File: config.mk
export PLATFORM = sky130hd
export DESIGN_NAME = aes_mixcol_stage
export DESIGN_NICKNAME = d
export VERILOG_FILES = /design/src/rtl/aes_mixcol_stage.sv
export SDC_FILE = /design/constraint.sdc
export NUM_CORES = 1
export LEC_CHECK = 0
export CORE_ASPECT_RATIO = 0.5
export CORE_MARGIN = 1
export CORE_UTILIZATION = 45
export DETAILED_ROUTE_END_ITERATION = 16
export PLACE_DENSITY = 0.73
export SETUP_SLACK_MARGIN = 0.2
export SLEW_MARGIN = 20
export SYNTH_ARGS = -nofsm -noshare
export SYNTH_HDL_FRONTEND = slang
export SYNTH_SLANG_ARGS = --single-unit
File: constraint.sdc
create_clock -name clk -period 3.45 [get_ports clk]
set_clock_uncertainty 0.1 [all_clocks]
set_input_delay 1.035 -clock clk [delete_from_list [all_inputs] [get_ports clk]]
set_output_delay 1.035 -clock clk [all_outputs]
set_load 0.03 [all_outputs]
File: src/rtl/aes_mixcol_stage.sv
// Column-serial AES MixColumns + AddRoundKey stage with valid/ready handshakes.
// A captured block is processed NCOL columns per beat into the result register.
// The result register is then held on out_data until downstream accepts it.
module aes_mixcol_stage #(
  parameter int unsigned NCOL = 1
) (
  input  logic         clk,
  input  logic         rst_n,
  input  logic         in_valid,
  output logic         in_ready,
  input  logic [127:0] in_state,
  input  logic [127:0] in_key,
  input  logic         in_final,
  output logic         out_valid,
  input  logic         out_ready,
  output logic [127:0] out_data
);

  localparam int unsigned NBEAT = 4 / NCOL;
  // With a single beat the counter is logically zero-width; one spare bit keeps it declarable.
  localparam int unsigned CNT_W = (NBEAT > 1) ? $clog2(NBEAT) : 1;
  localparam logic [CNT_W-1:0] LAST_BEAT = CNT_W'(NBEAT - 1);

  typedef enum logic [1:0] {
    ST_IDLE = 2'd0,
    ST_BUSY = 2'd1,
    ST_DONE = 2'd2
  } state_e;

  state_e           state_q, state_d;
  logic [CNT_W-1:0] cnt_q, cnt_d;
  logic [127:0]     blk_q, blk_d;
  logic [127:0]     key_q, key_d;
  logic             fin_q, fin_d;
  logic [127:0]     res_q, res_d;
  logic             out_valid_q, out_valid_d;
  logic             accept;

  function automatic logic [7:0] xtime(input logic [7:0] x);
    return {x[6:0], 1'b0} ^ (x[7] ? 8'h1b : 8'h00);
  endfunction

  function automatic logic [7:0] x3(input logic [7:0] x);
    return xtime(x) ^ x;
  endfunction

  function automatic logic [31:0] mix_col(input logic [31:0] a);
    logic [7:0] a0, a1, a2, a3;
    a0 = a[31:24];
    a1 = a[23:16];
    a2 = a[15:8];
    a3 = a[7:0];
    return {xtime(a0) ^ x3(a1) ^ a2 ^ a3,
            a0 ^ xtime(a1) ^ x3(a2) ^ a3,
            a0 ^ a1 ^ xtime(a2) ^ x3(a3),
            x3(a0) ^ a1 ^ a2 ^ xtime(a3)};
  endfunction

  // Ready depends only on state, out_ready and reset, never on in_valid.
  assign in_ready = rst_n && ((state_q == ST_IDLE) || ((state_q == ST_DONE) && out_ready));
  assign accept   = in_valid && in_ready;

  // Next-state, beat processing and block capture.
  always_comb begin
    state_d = state_q;
    cnt_d   = cnt_q;
    blk_d   = blk_q;
    key_d   = key_q;
    fin_d   = fin_q;
    res_d   = res_q;

    case (state_q)
      ST_IDLE: state_d = ST_IDLE;
      ST_BUSY: begin
        for (int c = 0; c < 4; c++) begin
          if (CNT_W'(c / NCOL) == cnt_q) begin
            res_d[127-32*c -: 32] = (fin_q ? blk_q[127-32*c -: 32] : mix_col(blk_q[127-32*c -: 32]))
                                    ^ key_q[127-32*c -: 32];
          end
        end
        cnt_d = cnt_q + CNT_W'(1);
        if (cnt_q == LAST_BEAT) state_d = ST_DONE;
      end
      ST_DONE: if (out_ready) state_d = ST_IDLE;
      default: state_d = ST_IDLE;
    endcase

    // Capture from IDLE, or from DONE in the same edge that hands off the old result.
    if (accept) begin
      blk_d   = in_state;
      key_d   = in_key;
      fin_d   = in_final;
      cnt_d   = '0;
      state_d = ST_BUSY;
    end

    out_valid_d = (state_d == ST_DONE);
  end

  // State and datapath registers with synchronous active-low reset.
  always_ff @(posedge clk) begin
    if (!rst_n) begin
      state_q     <= ST_IDLE;
      cnt_q       <= '0;
      blk_q       <= '0;
      key_q       <= '0;
      fin_q       <= 1'b0;
      res_q       <= '0;
      out_valid_q <= 1'b0;
    end else begin
      state_q     <= state_d;
      cnt_q       <= cnt_d;
      blk_q       <= blk_d;
      key_q       <= key_d;
      fin_q       <= fin_d;
      res_q       <= res_d;
      out_valid_q <= out_valid_d;
    end
  end

  assign out_valid = out_valid_q;
  assign out_data  = res_q;

endmodule
* Word level (Yosys, flattened, before mapping)
Index checks and enable logic that the tools add are counted.
Cells by class: bitwise operators 85, equality and inequality tests 7, reduce and logical (&&, ||, !) cells 11, add/sub/neg operators 1, mux-type cells 24
Operators with widths (number):
- bitwise XOR 8 bit | 64
- two-way mux 32 bit | 4
- bitwise XOR 32 bit | 4
- bitwise XOR 8 x 5 -> 8 bit | 16
- two-way mux 5 bit | 16
- AND reduction 2 bit | 4
- == test 2 bit, second input constant | 3
- two-way mux 2 bit | 3
- == test 2 bit, first input constant | 2
- logical NOT 2 bit | 2
- case mux 2 bit (2 select lines) | 1
- logical AND 1 bit | 3
- adder 2 x 1 -> 2 bit, second input constant | 1
- == test 1 x 2 -> 1 bit, first input constant | 1
- == test 2 x 1 -> 1 bit, second input constant | 1
- OR reduction 2 bit | 1
- logical OR 1 bit | 1
- inverter 1 bit | 1
Word-level totals: register bits 390, logic and storage cells 138

* Depth between registers and ports, before layout
Gate-level depths: netlist of the first run.
depth after elaboration 8, depth in mapped cells 12

* Worst setup path after synthesis of the first run
Ideal clock, no wire load.
kind input -> register, start input port out_ready, end register key_q[100], path slack 573 ps, library setup time 69 ps, buffers on the path 5, stages 10, arrival 2708 ps, required time 3281 ps, path through a21oi_1 nor2b_1 and2_1 buf_2 buf_2 buf_2 buf_4 buf_2 nand2_1 o21ai_1
On the way: word-level cells in the longest chain between the ends 4
RTL lines:
- start, declared | RTL line 15 | input logic out_ready,
- logical AND 1 bit | RTL line 60 | assign in_ready = rst_n && ((state_q == ST_IDLE) || ((state_q == ST_DONE) && out_ready));
- logical OR 1 bit | RTL line 60
- logical AND 1 bit | RTL line 60
- net in_ready | RTL line 10 | output logic in_ready,
- logical AND 1 bit | RTL line 61 | assign accept = in_valid && in_ready;
- end signal, assigned | RTL line 114 | key_q <= key_d;
- end, declared | RTL line 33 | logic [127:0] key_q, key_d;
The timed path passes the listed nets, and every way through them passes these cells. A chain may end at the register's enable or synchronous reset.

* Worst setup path in the final report of the first run
start input port out_ready, end output port in_ready
On the way: word-level cells in the longest chain between the ends 3
RTL lines (RTL line):
- logical AND 1 bit | 60
- logical OR 1 bit | 60
- logical AND 1 bit | 60
- end, declared | 10
No other way between the ends.

==> results.sh, run 1 <==
export IMPL_status="finished, final reports clean"
export IMPL_syn_area_per_cell_um2=8.12
export IMPL_yosysWarningCount=0
export IMPL_vias=17025
export IMPL_io_buffer_count=390
export IMPL_syn2layout_area_growth_pct=24.9
export IMPL_drc=0
export IMPL_instances_no_fill=3346
export IMPL_num_nets_final=2999
export IMPL_end_kind="primary output"
export IMPL_grt_pass1_wl_mm=94.6
export IMPL_hold_viol=0
export IMPL_syn_inst=2531
export IMPL_p_per_area_mw_per_mm2=481
export IMPL_first_global_vias=16459
export IMPL_wirelength_mm=62.0
export IMPL_ys_seq_area_frac=0.380
export IMPL_dp_hpwl_mm=45.8
export IMPL_ctsHtreeMaxLevel=2
export IMPL_seqPwrFrac=0.422
export IMPL_grt_max_degree=117
export IMPL_grt_setup_unrepaired="false"
export IMPL_ir_drop_mv=0.286
export IMPL_cts_tree="built"
export IMPL_postCtsSetupBuffers=0
export IMPL_fmax_mhz=318
export IMPL_fp_dieArea_mm2=0.0466
export IMPL_ant_nets=0
export IMPL_cts_root_buf="clkbuf_16"
export IMPL_slew_headroom=0.246
export IMPL_synth_nets=2799
export IMPL_cts_sinks=390
export IMPL_coreArea_mm2=0.0443
export IMPL_cts_inserted_buffers=37
export IMPL_drive_gt1_frac=0.0356
export IMPL_drv_slew=0
export IMPL_clkPwrFrac=0.330
export IMPL_ys_flop_type="dfxtp_1"
export IMPL_postCtsHoldBufs=0
export IMPL_die_w_um=304
export IMPL_avgViaCountPerCell=5.09
export IMPL_cts_max_path_buffers=3
export IMPL_critPathMaxFanout=3
export IMPL_insertion_delay_ns=0.54
export IMPL_syn_area_mm2=0.0205
export IMPL_synth_seq_cells=390
export IMPL_intPower_w=0.00864
export IMPL_hp_class="reg2reg"
export IMPL_antenna_found_initial=3
export IMPL_drtIter0Drc=1282
export IMPL_dp_cells=3278
export IMPL_initial_utilization=0.463
export IMPL_setup_tns_ns=0
export IMPL_dieHeight_um=153
export IMPL_grt_overflow_total=0
export IMPL_switching_power_w=0.00369
export IMPL_setup_violations=0
export IMPL_comb_power_share=0.249
export IMPL_grt_total_usage=0.259
export IMPL_async_reset_ff_frac=0
export IMPL_drt_pass1_iter_count=6
export IMPL_crit_type="in2out"
export IMPL_place_gp_congestion=0.900
export IMPL_fp_row_count=54
export IMPL_ios=391
export IMPL_leakagePower_nw=10.0
export IMPL_cp_arrival_ns=2.01
export IMPL_start_kind="primary input"
export IMPL_fin_crit_ns=3.14
export IMPL_cap_viol_max_count=0
export IMPL_whs_path_depth=2
export IMPL_synth_edf_count=0
export IMPL_post_drt_wl_per_cell_um=18.5
export IMPL_r2r_cells=6
export IMPL_synthDistinctLibCells=40
export IMPL_switching_share=0.299
export IMPL_hold_worst_slack_ns=0.334
export IMPL_clk_pin_slew_ns=0.07
export IMPL_required_ns=2.31
export IMPL_tightest_slew_ns=1.13
export IMPL_timing_final_crit_share=0.911
worst max-delay path, cell delays in order:
cell             delay, ns
clkdlybuf4s50_1       0.54
a21oi_1               0.10
nor2b_2               0.15
buf_4                 0.18
sequential cells by signal, summed over array words and instances, names as in the netlist:
register / count
blk_q: 128
state_q: 2
fin_q: 1
key_q: 128
out_valid: 1
cnt_q: 2
out_data: 128
cell families (layout without fill, tap and decap cells):
group | Yosys count | count (layout) | share of synthesized area
buf+inv | 265 | 488 | 0.0537
compound gates | 405 | 405 | 0.117
flops | 390 | 390 | 0.380
mux | 2 | 2 | 0.000975
simple gates | 777 | 777 | 0.148
xor+xnor | 685 | 685 | 0.296
other cells | 0 | 4 | 0
fa+ha+maj | 7 | 7 | 0.00426
final timing paths:
kind                 start       endpoint  slack [ns]
max              out_ready       in_ready        0.31
min          out_data[109]  out_data[109]        0.33
max reg2reg     state_q[1]   out_data[50]        0.83
min reg2reg  out_data[109]  out_data[109]        0.33
placed cells by master (no fill, tap or decap), types with 3 or more instances in the layout:
| cell | instances |
|---|---|
| dfxtp_1 | 390 |
| o221ai_1 | 7 |
| buf_8 | 3 |
| nor2_1 | 3 |
| inv_1 | 6 |
| a222oi_1 | 14 |
| ha_1 | 7 |
| nand3_1 | 9 |
| nand2_1 | 722 |
| clkbuf_8 | 7 |
| buf_12 | 12 |
| xor2_2 | 3 |
| clkinv_2 | 10 |
| buf_4 | 16 |
| nor2b_1 | 14 |
| xnor2_1 | 453 |
| and3_1 | 9 |
| clkbuf_1 | 6 |
| a21oi_1 | 3 |
| xor2_1 | 224 |
| diode_2 | 4 |
| clkbuf_16 | 37 |
| and2_1 | 15 |
| o21ai_0 | 11 |
| clkdlybuf4s50_1 | 388 |
| o211ai_1 | 8 |
| o21ai_1 | 261 |
| a22oi_1 | 96 |
power by group through the flow:
stage	combinational (W)	clock, W	sequential (W)
after global routing	0.00332	0.00432	0.00524
after detailed placement	0.00303	0	0.00530
after floorplan	0.00234	0	0.00512
after global placement	0.00297	0	0.00529
final	0.00307	0.00406	0.00520
after CTS	0.00306	0.00413	0.00520
per-layer routing:
metal / GRT usage / part of all wire
met1: 0.337 / 0.43
met2: 0.430 / 0.47
met3: 0.0348 / 0.051
met4: 0.116 / 0.043
met5: 0 / 0
Yosys cell counts, drive strengths merged (2+ instances only):
master,count,area [um^2]
nor2b,15,93.8
nand3,9,45.0
xnor2,455,4000
mux2i,2,20.0
o221ai,7,61.3
and3,10,63.8
dfxtp,390,7810
a22oi,96,721
and2,17,109
clkbuf,199,761
a222oi,14,140
xor2,228,2040
inv,7,26.3
o21ai,272,1360
xnor3,2,45.0
o211ai,8,60.1
a21oi,3,15.0
buf,58,308
ha,7,87.6
nand2,722,2710
a22o,2,17.5
nor2,3,11.3
layout make-up:
class | count | area, um^2
repair buffers | 419 | 4290
clock buffers | 50 | 1040
flip-flops and latches | 390 | 7810
diodes | 4 | 10.0
fillers | 3910 | 18700
inverters | 7 | 26.3
clock inverters | 12 | 110
multi-input cells | 1876 | 11600
well taps | 588 | 736
stage by stage:
step                      power [W]  setup WS (ns)  utilization  cell area (um^2)
after CTS                    0.0124          0.257        0.578             25600
after global placement      0.00826          0.233        0.552             24500
after floorplan             0.00746          0.573            -             20500
after detailed placement    0.00833          0.260        0.552             24500
final                        0.0123          0.307        0.579             25700
after global routing         0.0129          0.239        0.579             25700
what timing repair did:
item                                   CTS  global route
gates resized for setup                  0             1
endpoints found under the hold margin    0             0
setup endpoints to repair                0             1
Power figures use the tool's default switching activity.
==> run 2, diff against run 1 <==
CELL_PAD_IN_SITES_DETAIL_PLACEMENT = 1   (was default)
CELL_PAD_IN_SITES_GLOBAL_PLACEMENT = 2   (was default)
CORE_ASPECT_RATIO = 0.6   (was 0.5)
CORE_UTILIZATION = 33   (was 45)
PLACE_DENSITY = 0.88   (was 0.73)
SKIP_CTS_REPAIR_TIMING = 1   (was default)
==> results.sh, run 2 (synthesized netlist as in run 1, its figures left out) <==
export IMPL_slew_headroom=0.297
export IMPL_clk_pin_slew_ns=0.06
export IMPL_vias=17736
export IMPL_grt_pass1_wl_mm=111
export IMPL_p_per_area_mw_per_mm2=524
export IMPL_crit_type="in2out"
export IMPL_drtIter0Drc=1063
export IMPL_fmax_mhz=318
export IMPL_status="finished, final reports clean"
export IMPL_hp_class="reg2reg"
export IMPL_hold_start="out_data[104]"
export IMPL_syn2layout_area_growth_pct=29.2
export IMPL_hold_viol=0
export IMPL_fin_crit_ns=3.14
export IMPL_path_depth=4
export IMPL_critPathMaxFanout=3
export IMPL_final_cell_mix="nand2_1, xnor2_1, dfxtp_1"
export IMPL_cts_inserted_buffers=44
export IMPL_layout_commonest_cell="nand2_1"
export IMPL_timing_final_crit_share=0.911
export IMPL_setup_violations=0
export IMPL_cap_viol_max_count=0
export IMPL_num_nets_final=3012
export IMPL_cts_tree="built"
export IMPL_cpPeakStageDelay_ns=0.53
export IMPL_crit_chain="clkdlybuf4s50_1 -> a21oi_1 -> nor2b_2 -> buf_4"
export IMPL_start_kind="primary input"
export IMPL_critical_path_buf_inv_count=2
export IMPL_drt_pass1_iter_count=5
export IMPL_ir_drop_mv=0.348
export IMPL_grt_total_usage=0.230
export IMPL_antenna_found_initial=7
export IMPL_dp_hpwl_mm=56.0
export IMPL_timing_critical_path_from="out_ready"
export IMPL_cp_slowest_cell="clkdlybuf4s50_1"
export IMPL_min_to="out_data[104]"
export IMPL_initial_utilization=0.336
export IMPL_fp_row_count=70
export IMPL_dieHeight_um=195
export IMPL_r2r_cells=7
export IMPL_ios=391
export IMPL_post_drt_wl_per_cell_um=20.5
export IMPL_coreArea_mm2=0.0612
export IMPL_place_gp_congestion=0.903
export IMPL_cts_root_buf="clkbuf_16"
export IMPL_fp_dieArea_mm2=0.0633
export IMPL_required_ns=2.31
export IMPL_drive_gt1_frac=0.0453
export IMPL_avgViaCountPerCell=4.91
export IMPL_ctsHtreeMaxLevel=2
export IMPL_drv_slew=0
export IMPL_tightest_slew_ns=1.05
export IMPL_drc=0
export IMPL_first_global_vias=18482
export IMPL_grt_setup_unrepaired="false"
export IMPL_end_kind="primary output"
export IMPL_grt_max_degree=142
export IMPL_r2r_end="out_data[47]"
export IMPL_setup_tns_ns=0
export IMPL_grt_overflow_total=0
export IMPL_crit_family="buffers and inverters"
export IMPL_regToRegSetupSlack_ns=1.04
export IMPL_insertion_delay_ns=0.58
export IMPL_cts_max_path_buffers=3
export IMPL_wirelength_mm=74.1
export IMPL_die_w_um=324
export IMPL_leakagePower_nw=10.3
export IMPL_ant_nets=0
export IMPL_hold_worst_slack_ns=0.337
export IMPL_whs_path_depth=2
export IMPL_io_buffer_count=390
export IMPL_cp_arrival_ns=2.01
export IMPL_cts_sinks=390
export IMPL_worstReg2RegStart="state_q[1]"
run 2: area by class of cell:
class	instances	area [um^2]
antenna	7	17.5
multi-input combinational	1876	11600
tap	828	1040
clock buffer	57	1230
timing repair buffer	425	4330
clock inverter	25	450
inverter	7	26.3
sequential	390	7810
fill	7150	34700
run 2: power breakdown:
part	switching (W)	internal [W]
logic	0.00154	0.00160
clock network	0.00209	0.00343
registers	0.000476	0.00478
run 2: worst max path at each step:
stage	end	slack [ns]
finish	in_ready	0.31
global route	in_ready	0.26
CTS	in_ready	0.27
detailed placement	in_ready	0.28
global placement	in_ready	0.23
floorplan	key_q[100]	0.57
run 2: stage by stage:
stage,util,std cells,total power (W),setup slack (ns),instance area [um^2]
2_1_floorplan,-,2531,0.00746,0.573,20500
3_3_place_gp,0.406,3525,0.00833,0.228,24800
3_5_place_dp,0.406,3526,0.00847,0.277,24800
4_1_cts,0.433,3608,0.0140,0.268,26500
5_1_grt,0.434,3615,0.0145,0.256,26500
6_report,0.434,3615,0.0139,0.307,26500
run 2: tightest hold or removal path: stages, from the launching register on:
cell and delay, ns:
dfxtp_1 0.31, nand2_1 0.05, nand2_1 0.04
run 2: routing by layer:
metal	track usage	vias up	wire, um
li1	-	8449	-
met1	0.314	8749	34100
met2	0.369	441	33700
met3	0.0446	95	4750
met4	0.0604	2	1630
met5	0	-	11
==> run 3, diff against run 2 <==
CORE_UTILIZATION = 31   (was 33)
PLACE_DENSITY = 0.83   (was 0.88)
clock period = 3.1 ns   (was 3.45 ns; I/O delays follow)
==> results.sh, run 3 (synthesized netlist as in run 1, its figures left out) <==
export IMPL_hp_class="reg2reg"
export IMPL_end_kind="primary output"
export IMPL_grt_max_degree=97
export IMPL_first_global_vias=18170
export IMPL_grt_setup_unrepaired="false"
export IMPL_wirelength_mm=75.2
export IMPL_initial_utilization=0.316
export IMPL_cap_viol_max_count=0
export IMPL_hold_viol=0
export IMPL_timing_final_crit_share=0.899
export IMPL_dp_hpwl_mm=58.0
export IMPL_cts_max_path_buffers=3
export IMPL_insertion_delay_ns=0.59
export IMPL_drc=0
export IMPL_critical_path_buf_inv_count=1
export IMPL_start_kind="register"
export IMPL_dp_cells=3606
export IMPL_avgViaCountPerCell=4.81
export IMPL_fmax_mhz=359
export IMPL_vias=17723
export IMPL_drt_pass1_iter_count=8
export IMPL_regArea_mm2=0.00781
export IMPL_cp_arrival_ns=1.76
export IMPL_cpPeakStageDelay_ns=0.84
export IMPL_crit_type="reg2out"
export IMPL_dieHeight_um=201
export IMPL_drv_slew=0
export IMPL_num_fill_cells=7561
export IMPL_num_nets_final=3032
export IMPL_io_buffer_count=390
export IMPL_coreArea_mm2=0.0650
export IMPL_slew_headroom=0.298
export IMPL_post_drt_wl_per_cell_um=20.4
export IMPL_hold_worst_slack_ns=0.336
export IMPL_crit_family="buffers and inverters"
export IMPL_clk_pin_slew_ns=0.06
export IMPL_antenna_found_initial=3
export IMPL_ant_nets=0
export IMPL_place_gp_congestion=0.911
export IMPL_ios=391
export IMPL_multi_input_area_mm2=0.0116
export IMPL_cts_sinks=390
export IMPL_fp_row_count=72
export IMPL_grt_total_usage=0.219
export IMPL_cp_slowest_cell="clkdlybuf4s50_1"
export IMPL_grt_overflow_total=0
export IMPL_cts_root_buf="clkbuf_16"
export IMPL_layout_commonest_cell="nand2_1"
export IMPL_grt_pass1_wl_mm=113
export IMPL_syn2layout_area_growth_pct=29.2
export IMPL_drive_gt1_frac=0.0504
export IMPL_fin_crit_ns=2.79
export IMPL_critPathMaxFanout=2
export IMPL_fp_dieArea_mm2=0.0673
export IMPL_crit_chain="clkdlybuf4s50_1"
export IMPL_ctsHtreeMaxLevel=2
export IMPL_setup_tns_ns=0
export IMPL_cts_inserted_buffers=43
export IMPL_drtIter0Drc=1157
export IMPL_leakagePower_nw=10.3
export IMPL_ir_drop_mv=0.285
export IMPL_instances_no_fill=3686
export IMPL_cts_tree="built"
export IMPL_status="finished, final reports clean"
export IMPL_final_cell_mix="nand2_1, xnor2_1, dfxtp_1"
export IMPL_die_w_um=334
export IMPL_tightest_slew_ns=1.05
export IMPL_required_ns=2.07
export IMPL_setup_violations=0
export IMPL_p_per_area_mw_per_mm2=551
run 3: layout make-up:
type / instances / area share
Clock inverter: 16 / 0.00490
Inverter: 7 / 0.000990
Tap cell: 888 / 0.0419
Sequential cell: 390 / 0.294
Multi-Input combinational cell: 1876 / 0.439
Antenna cell: 2 / 0.000189
Clock buffer: 61 / 0.0481
Timing Repair Buffer: 446 / 0.171
run 3: path summary, 6_finish.rpt:
| path | cells after the start | startpoint | end | slack (ns) |
|---|---|---|---|---|
| setup / recovery | 1 | out_data[33] | out_data[33] | 0.31 |
| hold / removal | 2 | out_data[54] | out_data[54] | 0.34 |
| setup reg to reg | 5 | blk_q[95] | out_data[91] | 0.67 |
| hold reg to reg | 2 | out_data[54] | out_data[54] | 0.34 |
run 3: report_power, final:
group	total [W]	switching (W)	internal, W
sequential	0.00584	0.000522	0.00532
clock	0.00524	0.00221	0.00303
combinational	0.00356	0.00174	0.00182
total	0.0146	0.00447	0.0102
run 3: worst reg2reg max path, cell delays in order, from the launching register on:
cell,delay (ns)
dfxtp_1,0.65
xor2_1,0.81
xnor2_1,0.29
xnor2_1,0.20
a22oi_1,0.20
nand2_1,0.07
run 3: per-stage QoR:
| step | total power [W] | area, um^2 | util | worst slack, ns |
|---|---|---|---|---|
| 2_1_floorplan | 0.00830 | 20500 | - | 0.328 |
| 3_3_place_gp | 0.00934 | 25100 | 0.387 | 0.0795 |
| 3_5_place_dp | 0.00948 | 25100 | 0.387 | 0.0305 |
| 4_1_cts | 0.0148 | 26500 | 0.408 | 0.0216 |
| 5_1_grt | 0.0153 | 26500 | 0.409 | 0.264 |
| 6_report | 0.0146 | 26500 | 0.409 | 0.314 |
run 3: layer usage:
metal | vias up | routed length [um] | track usage
met5 | - | 11 | 0
li1 | 8466 | - | -
met4 | 2 | 1510 | 0.0526
met3 | 81 | 4110 | 0.0334
met1 | 8722 | 35800 | 0.309
met2 | 452 | 33800 | 0.347
